**src/rtl/mw_cook_controller.sv**
```systemverilog
// Microwave cook controller: keypad time entry, BCD MM:SS countdown,
// power-level duty cycling of the magnetron, pause/resume and done alarm.
// A prescaler derives the one-second tick from the system clock.
module mw_cook_controller #(
    parameter int CLK_DIV      = 100,
    parameter int POWER_PERIOD = 10,
    parameter int BEEP_SECS    = 3
) (
    input  logic        clk,
    input  logic        rst,
    input  logic [9:0]  keypad,
    input  logic        startn,
    input  logic        stopn,
    input  logic        clearn,
    input  logic        powern,
    input  logic        door_closed,
    output logic        mag_on,
    output logic [15:0] time_bcd,
    output logic [3:0]  power_level,
    output logic [2:0]  state,
    output logic        beep
);

    localparam int PS_W  = $clog2(CLK_DIV);
    localparam int PH_W  = $clog2(POWER_PERIOD + 1);
    localparam int BC_W  = $clog2(BEEP_SECS + 1);
    localparam int CMP_W = (PH_W > 4) ? PH_W : 4;

    localparam logic [PS_W-1:0] PS_LAST = PS_W'(CLK_DIV - 1);
    localparam logic [PH_W-1:0] PH_LAST = PH_W'(POWER_PERIOD - 1);
    localparam logic [BC_W-1:0] BC_LAST = BC_W'(BEEP_SECS - 1);

    typedef enum logic [2:0] {
        ST_IDLE   = 3'd0,
        ST_ENTRY  = 3'd1,
        ST_PWR    = 3'd2,
        ST_COOK   = 3'd3,
        ST_PAUSED = 3'd4,
        ST_DONE   = 3'd5
    } state_t;

    // One-second BCD countdown with minute borrow; seconds 60..99 count linearly.
    function automatic logic [15:0] bcd_dec(input logic [15:0] t);
        logic [3:0] mt, mo, st, so;
        {mt, mo, st, so} = t;
        if (so != 4'd0) begin
            so = so - 4'd1;
        end else if (st != 4'd0) begin
            st = st - 4'd1;
            so = 4'd9;
        end else begin
            st = 4'd5;
            so = 4'd9;
            if (mo != 4'd0) begin
                mo = mo - 4'd1;
            end else begin
                mo = 4'd9;
                mt = mt - 4'd1;
            end
        end
        return {mt, mo, st, so};
    endfunction

    // True when exactly one key line is active.
    function automatic logic is_one_hot(input logic [9:0] k);
        logic [3:0] cnt;
        cnt = 4'd0;
        for (int i = 0; i < 10; i++) begin
            cnt = cnt + {3'd0, k[i]};
        end
        return (cnt == 4'd1);
    endfunction

    // Digit value of the active key (meaningful only for a one-hot pattern).
    function automatic logic [3:0] key_digit(input logic [9:0] k);
        logic [3:0] d;
        d = 4'd0;
        for (int i = 0; i < 10; i++) begin
            if (k[i]) begin
                d = 4'(i);
            end else begin
                d = d;
            end
        end
        return d;
    endfunction

    state_t            state_r, state_next_s;
    logic [15:0]       time_r, time_next_s, time_dec_s;
    logic [3:0]        power_r, power_next_s;
    logic [PS_W-1:0]   ps_r, ps_next_s;
    logic [PH_W-1:0]   phase_r, phase_next_s;
    logic [BC_W-1:0]   bcnt_r, bcnt_next_s;
    logic              mag_r, mag_next_s;
    logic              beep_r, beep_next_s;

    logic start_prev_r, stop_prev_r, clear_prev_r, power_prev_r, key_prev_r;
    logic start_evt_s, stop_evt_s, clear_evt_s, power_evt_s, key_evt_s;
    logic [3:0] digit_s;
    logic time_zero_s, tick_s;

    // Previous button/key levels for press-edge detection.
    always_ff @(posedge clk) begin
        if (rst) begin
            start_prev_r <= 1'b1;
            stop_prev_r  <= 1'b1;
            clear_prev_r <= 1'b1;
            power_prev_r <= 1'b1;
            key_prev_r   <= 1'b0;
        end else begin
            start_prev_r <= startn;
            stop_prev_r  <= stopn;
            clear_prev_r <= clearn;
            power_prev_r <= powern;
            key_prev_r   <= |keypad;
        end
    end

    assign start_evt_s = start_prev_r & ~startn;
    assign stop_evt_s  = stop_prev_r  & ~stopn;
    assign clear_evt_s = clear_prev_r & ~clearn;
    assign power_evt_s = power_prev_r & ~powern;
    assign key_evt_s   = ~key_prev_r & (|keypad) & is_one_hot(keypad);
    assign digit_s     = key_digit(keypad);
    assign time_zero_s = (time_r == 16'h0000);
    assign time_dec_s  = bcd_dec(time_r);
    assign tick_s      = (ps_r == PS_LAST);

    // Next-state, countdown, prescaler and output decode.
    always_comb begin
        state_next_s = state_r;
        time_next_s  = time_r;
        power_next_s = power_r;
        ps_next_s    = ps_r;
        phase_next_s = phase_r;
        bcnt_next_s  = bcnt_r;

        case (state_r)
            ST_IDLE: begin
                if (clear_evt_s) begin
                    time_next_s = 16'h0000;
                end else if (power_evt_s) begin
                    state_next_s = ST_PWR;
                end else if (key_evt_s) begin
                    state_next_s = ST_ENTRY;
                    time_next_s  = {12'h000, digit_s};
                end else begin
                    state_next_s = ST_IDLE;
                end
            end
            ST_ENTRY: begin
                if (clear_evt_s) begin
                    state_next_s = ST_IDLE;
                    time_next_s  = 16'h0000;
                end else if (start_evt_s && !time_zero_s && door_closed) begin
                    state_next_s = ST_COOK;
                    ps_next_s    = {PS_W{1'b0}};
                    phase_next_s = {PH_W{1'b0}};
                end else if (power_evt_s) begin
                    state_next_s = ST_PWR;
                end else if (key_evt_s) begin
                    time_next_s = {time_r[11:0], digit_s};
                end else begin
                    state_next_s = ST_ENTRY;
                end
            end
            ST_PWR: begin
                if (clear_evt_s) begin
                    state_next_s = ST_IDLE;
                    time_next_s  = 16'h0000;
                    power_next_s = 4'd10;
                end else if (key_evt_s) begin
                    power_next_s = (digit_s == 4'd0) ? 4'd10 : digit_s;
                    state_next_s = time_zero_s ? ST_IDLE : ST_ENTRY;
                end else begin
                    state_next_s = ST_PWR;
                end
            end
            ST_COOK: begin
                if (clear_evt_s) begin
                    state_next_s = ST_IDLE;
                    time_next_s  = 16'h0000;
                end else if (stop_evt_s || !door_closed) begin
                    // Prescaler and phase hold so the second resumes where it stopped.
                    state_next_s = ST_PAUSED;
                end else if (tick_s) begin
                    ps_next_s    = {PS_W{1'b0}};
                    time_next_s  = time_dec_s;
                    phase_next_s = (phase_r == PH_LAST) ? {PH_W{1'b0}} : phase_r + PH_W'(1);
                    if (time_dec_s == 16'h0000) begin
                        state_next_s = ST_DONE;
                        bcnt_next_s  = {BC_W{1'b0}};
                    end else begin
                        state_next_s = ST_COOK;
                    end
                end else begin
                    ps_next_s = ps_r + PS_W'(1);
                end
            end
            ST_PAUSED: begin
                if (clear_evt_s || stop_evt_s) begin
                    state_next_s = ST_IDLE;
                    time_next_s  = 16'h0000;
                end else if (start_evt_s && door_closed) begin
                    state_next_s = ST_COOK;
                end else begin
                    state_next_s = ST_PAUSED;
                end
            end
            ST_DONE: begin
                if (clear_evt_s || stop_evt_s || start_evt_s) begin
                    state_next_s = ST_IDLE;
                    time_next_s  = 16'h0000;
                end else if (tick_s) begin
                    ps_next_s = {PS_W{1'b0}};
                    if (bcnt_r == BC_LAST) begin
                        state_next_s = ST_IDLE;
                        time_next_s  = 16'h0000;
                    end else begin
                        bcnt_next_s = bcnt_r + BC_W'(1);
                    end
                end else begin
                    ps_next_s = ps_r + PS_W'(1);
                end
            end
            default: begin
                state_next_s = ST_IDLE;
                time_next_s  = 16'h0000;
            end
        endcase

        // Magnetron only while staying in COOK, so leaving COOK drops it on the same edge.
        mag_next_s  = (state_r == ST_COOK) && (state_next_s == ST_COOK) && door_closed
                      && (CMP_W'(phase_next_s) < CMP_W'(power_next_s));
        beep_next_s = (state_next_s == ST_DONE);
    end

    // Controller state and registered outputs.
    always_ff @(posedge clk) begin
        if (rst) begin
            state_r <= ST_IDLE;
            time_r  <= 16'h0000;
            power_r <= 4'd10;
            ps_r    <= {PS_W{1'b0}};
            phase_r <= {PH_W{1'b0}};
            bcnt_r  <= {BC_W{1'b0}};
            mag_r   <= 1'b0;
            beep_r  <= 1'b0;
        end else begin
            state_r <= state_next_s;
            time_r  <= time_next_s;
            power_r <= power_next_s;
            ps_r    <= ps_next_s;
            phase_r <= phase_next_s;
            bcnt_r  <= bcnt_next_s;
            mag_r   <= mag_next_s;
            beep_r  <= beep_next_s;
        end
    end

    assign mag_on      = mag_r;
    assign time_bcd    = time_r;
    assign power_level = power_r;
    assign state       = state_r;
    assign beep        = beep_r;

endmodule

```
**config.mk**
```make
export PLATFORM = sky130hd
export DESIGN_NAME = mw_cook_controller
export DESIGN_NICKNAME = d
export VERILOG_FILES = /design/src/rtl/mw_cook_controller.sv
export SDC_FILE = /design/constraint.sdc
export NUM_CORES = 1
export LEC_CHECK = 0
export BUFFER_PORTS_ARGS = -buffer_cell sky130_fd_sc_hd__buf_4
export CORE_MARGIN = 4
export CORE_UTILIZATION = 40
export CTS_BUF_LIST = sky130_fd_sc_hd__clkbuf_8
export CTS_CLUSTER_SIZE = 16
export DETAILED_ROUTE_END_ITERATION = 7
export SETUP_SLACK_MARGIN = 0.1
export SYNTH_ARGS = -nofsm -noshare
export SYNTH_HDL_FRONTEND = slang
export SYNTH_SLANG_ARGS = --single-unit
```
**constraint.sdc**
```tcl
create_clock -name clk -period 6.15 [get_ports clk]
set_input_delay 1.23 -clock clk [delete_from_list [all_inputs] [get_ports clk]]
set_output_delay 1.23 -clock clk [all_outputs]
set_load 0.005 [all_outputs]
```
==> results.tsv, run 1 <==
stage	metric	value	unit
status	run_status	complete, no violations	
clock_tree	tritoncts	done	
pwr	power_density	190.2	nW/µm²
finish	layout-area-overhead-vs-synth	15.04	%
synth	share_of_the_yosys_chip_area_belonging_to_registers	27.38	%
worst_hold_path	hold_class	reg2reg	
critical_path	required_time_at_the_worst_slack_endpoint	6.37	ns
critical_path	crit-reg2reg-launch	state[0]	
global_routing	grt_first_pass_wirelength	13970	µm
worst_hold_path	hold_end	ps_r[3]	
die	io_pins	42	
detailed_routing	drt-total-wl	8204	µm
synth	synth_simple_gate_area_share	31.95	%
sta	final_hold_violation_count	0	
synth	yosys_register_bits	43	
critical_path	r2r_end	mag_on	
critical_path	worst_path_dominant_cell_family	adder cells	
critical_path	cell_chain_of_the_critical_path	buf_4 -> fa_1 -> fa_1 -> inv_1 -> fa_1 -> inv_1 -> ha_1 -> inv_1 -> fa_1 -> a2111o_1 -> a32o_1 -> nor4_1 -> a22oi_1 -> ha_1 -> a21o_1 -> nand2_1 -> nand3_1 -> a211oi_1	
clock_tree	cts.root.buffer_cell	clkbuf_8	
sta	finalCritPeriodShare	88.28	%
finish	insertedDiodeCount	0	
clock_tree	cts_hold_repair.buffers	0	
placement	gp_congestion	0.8203	
synth	synthFlopType	dfxtp_1	
finish	nets	446	
synth	synth.distinct_cells	65	
die	placement_rows	32	
global_routing	grt_max_degree	39	
sta	final-setup-viol-count	0	
critical_path	critical_path_class	in2reg	
synth	yosys.area_share.adder	8.595	%
critical_path	critical_path_buf_inv_count	4	
global_routing	grt_antenna_before_repair	0	
detailed_routing	detail_route.drc_violations	0	
clock_tree	cts-root-to-sink-buffers	2	
critical_path	timing.critical_path.arrival	5.65	ns
placement	place_hpwl	6072	µm
critical_path	worstSetupPathDepth	18	
synth	syn_inst	380	
clock_tree	numClockSinks	43	
worst_hold_path	hold_depth	2	
critical_path	worst_path_most_repeated_cell	fa_1	
clock_tree	post_cts_resize_count	0	
critical_path	ff2ff_path_depth	9	
placement	numPortBuffers	41	
global_routing	track_usage	17.61	%
sta	fmax	184.2	MHz
detailed_routing	drt.antenna.violating_nets	0	
synth	syn_nets	415	
clock_tree	number_of_levels_in_the_clock_h_tree	2	
synth	avgSynthCellArea	8.274	µm²
clock_tree	worst_setup_hold_path_clk_slew	0.09	ns
critical_path	max_stage_delay	0.52	ns
global_routing	grt_pass1_vias	2857	
critical_path	worst_setup_path_end_kind	register	
global_routing	globalRouteOverflowTotal	0	
detailed_routing	post_drt_wl_per_cell	15.96	µm
pwr	leakage	1.452	nW
synth	synthesis.yosys.warnings	0	
synth	edff_count_synth	0	
synth	synth_common_cells	43 x dfxtp_1, 34 x nor2_1, 21 x nand2_1, 20 x inv_1, 19 x o21ai_0	
synth	synth_top_family_by_area	simple AND/OR/NAND/NOR gates	
sta	tightestPinTransition	0.8437	ns
worst_hold_path	worstHoldStart	ps_r[3]	
synth	async_flop_share	0	%
clock_tree	clock_latency	0.30	ns
critical_path	crit_fanout	5	
die	fp.dieH	96.66	µm
die	initial_core_util	40.90	%
synth	syn-cell-area	3144	µm²
sta	finalClockSkew	0.007400	ns
die	die_x	96.66	µm
synth	synthMuxAreaShare	1.990	%
synth	synth_compound_gate_area_share	23.00	%
die	fp.dieArea	9343	µm²
synth	synth-xor-area-share	1.671	%
synth	synth_most_common_cell	dfxtp_1	
synth	synth_area_leader_cell	dfxtp_1	
sta	tns	0	ns
pwr	power.ir.vdd_worst	0.00007737	V
sta	rsz_0062_raised_after_global_routing	no	
clock_tree	cts_setup_buffers	0	
detailed_routing	detailroute.via_count	2949	
flow_run	cap_violations	0	
detailed_routing	detail_route.iter0.violations	173	
critical_path	crit_path_launch_type	input pin	
sta	finalCriticalPeriod	5.429	ns
sta	timing.max_slew.rel_slack	43.63	%
finish	final_core_utilization	47.05	%
detailed_routing	detail_route.first_pass.iterations	4	
critical_path	crit_slowest_cell	nor4_1	
sta	timing.final.max_slew_violations	0	
critical_path	r2r_setup_slack	3.18	ns
finish	ratio_of_cells_with_drive_above_1_in_the_final_layout	18.20	%
clock_tree	numCtsBuffers	5	
die	core-area	7687	µm²
detailed_routing	via_per_inst	5.737	
synth	synth_top_area_share	27.38	%
synth	most_area_consuming_cells_after_synthesis	dfxtp_1 27%, ha_1 4.8%, nand3b_1 4.1%	
==> cells in the final DEF, fill, tap and decap left out, types with 5 or more instances in the layout <==
cell      netlist  layout
nand3_1        13      13
and3_1          6       6
nor3_1         14      14
ha_1           12      12
or2_2           6       6
nor2_1         34      34
inv_1          20      20
a21boi_0        6       6
o21ai_0        19      19
buf_4           0      43
a31oi_1         5       5
nand2_1        21      21
dfxtp_1        43      43
nor2b_1        14      14
xnor2_1         5       5
o31ai_1         9       9
clkbuf_8        0       6
a21oi_1        15      15
nand4_1         9       9
nand3b_1       17      17
nor4_1          6       6
nand2b_1        8       8
fa_1            6       6
==> sequential cells by signal (all words and copies together), names as in the netlist <==
signal        count
bcnt_r            2
beep              1
clear_prev_r      1
key_prev_r        1
mag_on            1
phase_r           4
power_level       4
power_prev_r      1
ps_r              7
start_prev_r      1
state             3
stop_prev_r       1
time_bcd         16
==> worst register-to-register path: cells and delay by family, from the launching register on <==
family          cells  cell delay (ns)
compound gates      3             0.65
flops               1             0.61
simple gates        5             1.32
fa+ha+maj           1             0.30
==> worst max path at each step <==
stage / startpoint / end
after global routing: keypad[0] / mag_on
final: keypad[0] / mag_on
after global placement: keypad[0] / mag_on
after floorplan: keypad[0] / mag_on
after detailed placement: keypad[0] / mag_on
after CTS: keypad[0] / mag_on
==> layer usage <==
metal	routed length [µm]	GRT usage (%)	part of all wire [%]	vias up
li1	-	-	-	1460
met1	3875	24.06	47	1400
met2	3823	28.61	47	83
met3	421	3.317	5.1	6
met4	84	4.428	1.0	0
met5	0	0	0	-
==> cells by family after synthesis <==
family / after synthesis
xor gates and xnor gates: 6
AOI/OAI and AO/OA: 97
and+or+nand+nor: 171
adders and majority gates: 18
muxes: 6
DFF: 43
buffers and inverters: 39
==> through the flow <==
step | cell area (µm²) | setup WS (ns) | total power [W] | cells | hold WS (ns)
3_3_place_gp | 3500 | 0.5274 | 0.0004582 | 506 | 0.4949
5_1_grt | 3617 | 0.3808 | 0.0007324 | 514 | 0.5454
4_1_cts | 3617 | 0.7361 | 0.0006980 | 514 | 0.5156
3_5_place_dp | 3500 | 0.4063 | 0.0004605 | 506 | 0.5004
6_report | 3617 | 0.7205 | 0.0006881 | 514 | 0.5165
2_1_floorplan | 3144 | 0.8292 | 0.0004157 | 380 | 0.4661
==> power by group <==
group	internal, W	leakage, nW	switching (W)	total, W
combinational	0.0000655	1.04	0.0000968	0.000162
sequential	0.000283	0.348	0.00000840	0.000291
clock	0.000132	0.0612	0.000103	0.000234
total	0.000480	1.45	0.000208	0.000688
==> cell type report <==
cell class                      instances  area, µm²
Timing Repair Buffer                   43      322.8
Sequential cell                        43      860.8
Clock inverter                          2      35.03
Clock buffer                            6      82.58
Multi-Input combinational cell        298       2113
Inverter                               20      75.07
Tap cell                              102      127.6
Fill cell                             783       4070
(Power assumes the default switching activity.)
==> inputs of run 2 (changes only) <==
CORE_UTILIZATION = 41   (was 40)
GPL_ROUTABILITY_DRIVEN = 0   (was default)
==> results.tsv, run 2 (synthesis results as in run 1) <==
stage	metric	value	unit
status	run_status	complete, no violations	
global_routing	grt_pass1_vias	2813	
global_routing	grt_antenna_before_repair	0	
critical_path	max_stage_delay	0.53	ns
pwr	leakage	1.441	nW
clock_tree	tritoncts	done	
clock_tree	worst_setup_hold_path_clk_slew	0.08	ns
global_routing	grt_first_pass_wirelength	13800	µm
sta	finalClockSkew	0.009181	ns
sta	finalCritPeriodShare	88.43	%
finish	insertedDiodeCount	0	
critical_path	crit_path_launch_type	input pin	
detailed_routing	drt.antenna.violating_nets	0	
clock_tree	cts_setup_buffers	0	
detailed_routing	post_drt_wl_per_cell	16.17	µm
finish	finish.cell_count_without_fillers	511	
worst_hold_path	hold_depth	2	
critical_path	critical_path_class	in2reg	
sta	fmax	183.9	MHz
sta	rsz_0062_raised_after_global_routing	no	
critical_path	worst_path_most_repeated_cell	fa_1	
critical_path	crit_slowest_cell	nor4_1	
critical_path	timing.critical_path.arrival	5.65	ns
detailed_routing	detail_route.first_pass.iterations	4	
finish	nets	446	
finish	ratio_of_cells_with_drive_above_1_in_the_final_layout	17.72	%
die	io_pins	42	
detailed_routing	via_per_inst	5.847	
sta	tns	0	ns
die	core-area	7370	µm²
critical_path	required_time_at_the_worst_slack_endpoint	6.36	ns
clock_tree	cts-root-to-sink-buffers	2	
detailed_routing	detail_route.drc_violations	0	
critical_path	crit-reg2reg-launch	state[0]	
flow_run	cap_violations	0	
clock_tree	post_cts_resize_count	0	
sta	timing.final.max_slew_violations	0	
clock_tree	numClockSinks	43	
critical_path	r2r_setup_slack	3.10	ns
placement	numPortBuffers	41	
sta	final_hold_violation_count	0	
finish	largest_reg_flops	16	
critical_path	ff2ff_path_depth	9	
global_routing	grt_max_degree	39	
clock_tree	numCtsBuffers	5	
clock_tree	cts.root.buffer_cell	clkbuf_8	
detailed_routing	drt-total-wl	8262	µm
critical_path	worst_setup_path_end_kind	register	
sta	final-setup-viol-count	0	
finish	layout.cells.most_common_list	43 x dfxtp_1, 43 x buf_4, 34 x nor2_1	
critical_path	crit_fanout	5	
global_routing	track_usage	18.96	%
placement	dp_cells	503	
clock_tree	cts_hold_repair.buffers	0	
worst_hold_path	worstHoldStart	ps_r[3]	
detailed_routing	detail_route.iter0.violations	206	
die	fp.dieH	95.57	µm
worst_hold_path	hold_end	ps_r[3]	
clock_tree	number_of_levels_in_the_clock_h_tree	2	
worst_hold_path	hold_class	reg2reg	
die	fp.dieArea	9134	µm²
pwr	power.ir.vdd_worst	0.00007819	V
die	die_x	95.57	µm
sta	timing.final.ws_setup	0.7118	ns
placement	place_hpwl	6078	µm
finish	layout-area-overhead-vs-synth	13.77	%
sta	tightestPinTransition	0.9244	ns
die	placement_rows	31	
sta	finalCriticalPeriod	5.438	ns
global_routing	globalRouteOverflowTotal	0	
detailed_routing	detailroute.via_count	2988	
pwr	power_density	176.0	nW/µm²
sta	timing.max_slew.rel_slack	38.23	%
placement	detailedPlace.worstSlack	0.3777	ns
critical_path	r2r_end	mag_on	
critical_path	cell_chain_of_the_critical_path	buf_4 -> fa_1 -> fa_1 -> inv_1 -> fa_1 -> inv_1 -> ha_1 -> inv_1 -> fa_1 -> a2111o_1 -> a32o_1 -> nor4_1 -> a22oi_1 -> ha_1 -> a21o_1 -> nand2_1 -> nand3_1 -> a211oi_1	
die	initial_core_util	42.67	%
clock_tree	clock_latency	0.30	ns
finish	fillers	744	
run 2: layout make-up:
class	instances	area (µm²)	area share, %
well taps	99	123.9	3.463
multi-input cells	298	2113	59.08
repair buffers	43	322.8	9.024
clock inverters	3	12.51	0.3498
flip-flops and latches	43	860.8	24.06
clock buffers	5	68.82	1.924
inverters	20	75.07	2.099
run 2: worst max path at each step:
stage	from	endpoint	cells after the start
2_1_floorplan	keypad[0]	mag_on	17
6_report	keypad[0]	mag_on	18
5_1_grt	keypad[0]	mag_on	18
3_5_place_dp	keypad[0]	mag_on	18
3_3_place_gp	keypad[0]	mag_on	18
4_1_cts	keypad[0]	mag_on	18
run 2: routing by layer:
metal	track usage, %	wire length [µm]	up-vias
li1	-	-	1465
met1	26.14	3939	1421
met2	29.88	3760	85
met3	2.999	405	17
met4	6.635	157	0
met5	0	0	-
run 2: metrics by stage:
| stage | instance area [µm²] | total power (W) | hold slack [ns] | util (%) |
|---|---|---|---|---|
| after floorplan | 3144 | 0.0004157 | 0.4661 | - |
| after global placement | 3496 | 0.0004585 | 0.4930 | 47.44 |
| after detailed placement | 3496 | 0.0004617 | 0.5050 | 47.44 |
| after CTS | 3577 | 0.0006360 | 0.5191 | 48.54 |
| after global routing | 3577 | 0.0006693 | 0.5461 | 48.54 |
| final | 3577 | 0.0006297 | 0.5199 | 48.54 |
run 2: worst max-delay path: cells and delay by family:
family,cells,cell delay [ns]
adders and majority gates,6,2.30
and+or+nand+nor,3,0.66
buffers and inverters,4,0.28
AOI/OAI and AO/OA,5,1.17
run 2: power by group:
part           total, W  internal (W)  switching (W)
clock network  0.000176     0.0000766      0.0000990
registers      0.000291      0.000283     0.00000835
logic          0.000163     0.0000658      0.0000970
